File: src/rtl/bus_rr_scheduler.sv
// Round-robin scheduler: pops one packet at a time and routes it by its top-byte destination ID.
// Define SELF_SEND_EN to allow self-addressed packets and to include the source in broadcasts.
module bus_rr_scheduler #(
  parameter int unsigned drvrs     = 4,
  parameter int unsigned pckg_sz   = 16,
  parameter logic [7:0]  broadcast = 8'hFF
) (
  input  logic                       clk,
  input  logic                       reset,
  input  logic [drvrs-1:0]           pndng,
  input  logic [drvrs*pckg_sz-1:0]   D_pop,
  output logic [drvrs-1:0]           pop,
  output logic [drvrs-1:0]           push,
  output logic [pckg_sz-1:0]         D_push,
  output logic [$clog2(drvrs)-1:0]   grant_id,
  output logic                       busy,
  output logic [15:0]                drop_cnt
);

  localparam int unsigned IdW = $clog2(drvrs);

  typedef enum logic [1:0] {StIdle, StPop, StRoute, StPush} state_e;

  state_e             state_q, state_d;
  logic [IdW-1:0]     g_q, g_d, last_q, last_d;
  logic [pckg_sz-1:0] pkt_q, pkt_d, d_push_q, d_push_d;
  logic [drvrs-1:0]   mask_q, mask_d, route_mask;
  logic [15:0]        drop_q, drop_d;
  logic               found;
  logic [IdW-1:0]     winner, scan_idx;
  logic [7:0]         dest;

  assign dest = pkt_q[pckg_sz-1 -: 8];

  // Scan starts just past the last served device and wraps once around.
  always_comb begin
    found    = 1'b0;
    winner   = '0;
    scan_idx = '0;
    for (int unsigned k = 1; k <= drvrs; k++) begin
      scan_idx = IdW'((32'(last_q) + k) % drvrs);
      if (!found && pndng[scan_idx]) begin
        found  = 1'b1;
        winner = scan_idx;
      end
    end
  end

  // An empty mask means the packet is dropped.
  always_comb begin
    route_mask = '0;
    for (int unsigned i = 0; i < drvrs; i++) begin
`ifdef SELF_SEND_EN
      if (dest == broadcast) begin
        route_mask[i] = 1'b1;
      end else if (32'(dest) == i) begin
        route_mask[i] = 1'b1;
      end
`else
      if (dest == broadcast) begin
        route_mask[i] = (i != 32'(g_q));
      end else if ((32'(dest) == i) && (i != 32'(g_q))) begin
        route_mask[i] = 1'b1;
      end
`endif
    end
  end

  always_comb begin
    state_d  = state_q;
    g_d      = g_q;
    last_d   = last_q;
    pkt_d    = pkt_q;
    mask_d   = mask_q;
    drop_d   = drop_q;
    d_push_d = d_push_q;
    pop      = '0;
    push     = '0;
    unique case (state_q)
      StIdle: begin
        if (found) begin
          g_d     = winner;
          state_d = StPop;
        end
      end
      StPop: begin
        pop[g_q] = 1'b1;
        pkt_d    = D_pop[32'(g_q)*pckg_sz +: pckg_sz];
        state_d  = StRoute;
      end
      StRoute: begin
        if (route_mask == '0) begin
          if (drop_q != 16'hFFFF) drop_d = drop_q + 16'd1;
          last_d  = g_q;
          state_d = StIdle;
        end else begin
          mask_d   = route_mask;
          d_push_d = pkt_q;
          state_d  = StPush;
        end
      end
      StPush: begin
        push    = mask_q;
        last_d  = g_q;
        state_d = StIdle;
      end
      default: state_d = StIdle;
    endcase
  end

  always_ff @(posedge clk or negedge reset) begin
    if (!reset) begin
      state_q  <= StIdle;
      g_q      <= '0;
      last_q   <= IdW'(drvrs - 1);
      pkt_q    <= '0;
      mask_q   <= '0;
      drop_q   <= '0;
      d_push_q <= '0;
    end else begin
      state_q  <= state_d;
      g_q      <= g_d;
      last_q   <= last_d;
      pkt_q    <= pkt_d;
      mask_q   <= mask_d;
      drop_q   <= drop_d;
      d_push_q <= d_push_d;
    end
  end

  assign D_push   = d_push_q;
  assign grant_id = g_q;
  assign busy     = (state_q != StIdle);
  assign drop_cnt = drop_q;

endmodule

File: config.mk
export PLATFORM = sky130hd
export DESIGN_NAME = bus_rr_scheduler
export DESIGN_NICKNAME = d
export VERILOG_FILES = /design/src/rtl/bus_rr_scheduler.sv
export SDC_FILE = /design/constraint.sdc
export NUM_CORES = 1
export LEC_CHECK = 0
export ABC_AREA = 0
export CAP_MARGIN = 0
export CORE_ASPECT_RATIO = 2
export CORE_MARGIN = 3
export CORE_UTILIZATION = 48
export DETAILED_ROUTE_END_ITERATION = 7
export GPL_TIMING_DRIVEN = 1
export PLACE_DENSITY_LB_ADDON = 0.12
export SETUP_SLACK_MARGIN = 0.05
export SLEW_MARGIN = 20
export SYNTH_ARGS = -nofsm -noshare
export SYNTH_HDL_FRONTEND = slang
export SYNTH_SLANG_ARGS = --single-unit
File: constraint.sdc
create_clock -name clk -period 6.4 [get_ports clk]
set_input_delay 0.64 -clock clk [delete_from_list [all_inputs] [get_ports clk]]
set_output_delay 0.64 -clock clk [all_outputs]
set_load 0.01 [all_outputs]
==> key figures <==
Finish
  • Filler cells: 440
  • Final Core Density: 73.69%
  • Net total in the final layout: 445
  • Number of antenna repair diodes: 0
  • Fraction of layout cells with a size suffix above 1: 10.29%
  • Final cell count without fillers: 442
  • Layout-stage area growth over the synthesis result: 48.93%

Floorplanning
  • Initial standard-cell utilization of the core: 49.48%
  • Die span in x: 61.64 um
  • Total Die Area: 7228 um2
  • Number of primary I/O pins: 113
  • Die outline height: 117.3 um
  • Core ar.: 6006 um2
  • Site Rows: 40

Power and ir drop
  • Design internal power: 1.174 mW
  • Comb power frac: 39.0%
  • Clock share of power: 25.0%
  • VDD IR max: 0.2542 mV
  • Leak: 1.924 nW
  • Power share of the sequential group: 36.0%
  • Switching share of power: 34.02%
  • P per Cell Area: 402.1 nW/um2
  • Reported net switching power: 605.3 uW

Job
  • Max-cap viol count: 0

GRT
  • GRT Residual Overflow: 0
  • Global Route Usage Sum: 21.50%
  • Wire length of the first global-routing pass: 11410 um
  • Via count of the first global-routing pass: 2497
  • Pin count of the biggest net entering global routing: 59
  • Initial antenna violation count: 0

Timing
  • Total Negative Setup Slacks: 0 ns
  • Final period utilization: 47.27%
  • Post-route worst setup slack: 3.375 ns
  • Top achievable clock speed: 330.6 MHz
  • Normalized max-slew margin: 34.89%
  • Setup repair after global routing missed its margin: false
  • Setup skew after layout: 0.007107 ns
  • Pins over their slew limit: 0
  • Final critical delay including setup and external delays: 3.025 ns
  • Final-report hold violation count: 0
  • Final setup violation count: 0
  • Transition time at the pin with the least slew margin: 0.9767 ns

Clock tree
  • Clock tree sinks: 58
  • Number of buffers created by CTS: 9
  • Worst-path clk slew: 0.05 ns
  • TritonCTS clock tree: done
  • Clock buffer depth: 2
  • Hold_buf cts: 0
  • Cell at the root of the clock tree: clkbuf_16
  • Number of setup buffers added after CTS: 0
  • Resize count post-CTS: 0
  • H-tree depth: 3
  • Clock latency at the later pin of the worst-skew pair: 0.32 ns

Setup path
  • Crit. End Element: primary output
  • Largest fanout on the critical path: 24
  • Worst R2R Path Depth: 5
  • Required time reported for the critical path endpoint: 5.76 ns
  • Startpoint of the lowest-slack register-to-register path: grant_id[1]
  • End of the worst register-to-register path: D_push[15]
  • Setup Crit Path Kind: reg -> out
  • Critical path arrival: 2.39 ns
  • Type of origin of the critical path: flop
  • Setup slack, reg-to-reg: 3.50 ns

Synthesis
  • Area share of the leading cell type in the synthesized netlist: 47.16%
  • Leading cell types by total area after synthesis: dfrtp_1, mux4_2, mux2_1
  • Most numerous cell types in the synthesized netlist: dfrtp_1, nand2_1, mux2_1, mux4_2, xnor2_1
  • Mean Syn Cell Area: 11.43 um2
  • Synth Net Count: 331
  • Cell count after synthesis: 260
  • Cell Area, Synth: 2972 um2
  • Synth warnings: 0
  • Post-synthesis sequential element count: 58
  • Most frequent cell after synthesis: dfrtp_1
  • Async set-reset flop share out of synthesis: 100.0%
  • Primary FF master, synth: dfrtp_1
  • Number of distinct library cells after synthesis: 35
  • Number of synthesized flops with an enable pin: 0
  • Dominant cell type by area after synthesis: dfrtp_1
  • Sequential area share after synthesis: 48.93%

Route
  • Number of design rule violations left after detail routing: 0
  • Met3 wire length: 393 um
  • Antenna-violating nets left: 0
  • First-pass DRT Iterations: 5
  • Drt first-iter violations: 119
  • Total via count in the routed design: 2496
  • Met2 routed WL: 4186 um
  • Total wirelength of the detailed-routed design: 7226 um
  • Wl on met1: 2487 um
  • Highest routing layer actually used: met4
  • Ratio of routed vias to standard cells: 5.647
  • Detailed-route wire length per cell: 16.35 um

Place
  • Worst slack at placement: 3.470 ns
  • Post-placement cell count: 426
  • Port buffer count: 112
  • Placer congestion estimate: 0.8305
  • DP HPWL: 5397 um

Worst hold path
  • Class of the worst hold path: in -> async

Run status
  • Status: finished clean
worst max-delay path by stage:
stage | from | cells after the start | to
after floorplan | pkt_q[13] | 6 | D_push[0]
after global placement | grant_id[1] | 5 | drop_cnt[9]
after detailed placement | grant_id[1] | 5 | D_push[15]
after CTS | grant_id[1] | 3 | pop[2]
after global routing | grant_id[1] | 3 | pop[2]
final | grant_id[1] | 3 | pop[2]
layout make-up:
class	count	area [um2]	area share (%)
repair buffers	115	1139	25.73
inverters	8	30.03	0.6785
clock buffers	14	274.0	6.192
multi-input cells	182	1440	32.54
clock inverters	2	10.01	0.2262
well taps	63	78.83	1.781
flip-flops and latches	58	1454	32.85
cell usage in the layout, fill, tap and decap left out, types with 2 or more instances in the layout:
master,instances
nand3_1,6
a21oi_1,7
nor2_1,11
mux4_2,16
nand2_1,50
buf_4,3
a31oi_1,5
mux2_1,22
clkbuf_16,9
clkbuf_8,3
dfrtp_1,56
dfstp_2,2
o21ai_1,3
inv_1,8
and3_1,7
o21ai_0,3
nand2b_1,4
xnor2_1,15
mux2i_1,3
nand4_1,12
nor3_1,3
clkinv_2,2
clkbuf_1,2
nor2b_1,3
clkdlybuf4s50_1,111
kinds of logic (layout without fill, tap and decap cells):
logic type	Yosys count	count (layout)	synth area share (%)
buffers and inverters	20	139	2.905
xor gates and xnor gates	16	16	4.716
muxes	41	41	21.47
adders and majority gates	1	1	0.4210
DFF	58	58	48.93
and+or+nand+nor	102	102	16.55
AOI/OAI and AO/OA	22	22	5.010
sequential cells by signal, summed over array words and instances (netlist names):
signal and count:
mask_q 4, state_q 2, D_push 16, pkt_q 16, last_q 2, grant_id 2
drop_cnt 16
per-stage QoR:
stage	hold slack, ns	total power [mW]	instance area (um2)
floorplan	0.3444	1.039	2972
global placement	0.4551	1.324	4133
detailed placement	0.4592	1.349	4141
CTS	0.4712	1.799	4425
global route	0.4946	1.902	4425
finish	0.4510	1.779	4425
metal layers:
layer  GRT usage (%)  vias to the layer above
li1                -                     1156
met1           22.93                     1222
met2           37.44                      101
met3           7.025                       17
met4           8.924                        0
met5               0                        -
power groups by stage:
stage	Sequential, mW	Combinational (mW)	Clock (mW)
after floorplan	0.625	0.414	0
after global placement	0.639	0.684	0
after detailed placement	0.647	0.702	0
after CTS	0.641	0.707	0.452
after global routing	0.661	0.773	0.467
final	0.640	0.694	0.445
critical path, cell delays in order, from the launching register on:
cell and delay [ns]:
dfrtp_1 0.98, inv_1 0.28, nor3_1 0.23, clkdlybuf4s50_1 0.58
Note: power is estimated with default switching activity, not from simulation.
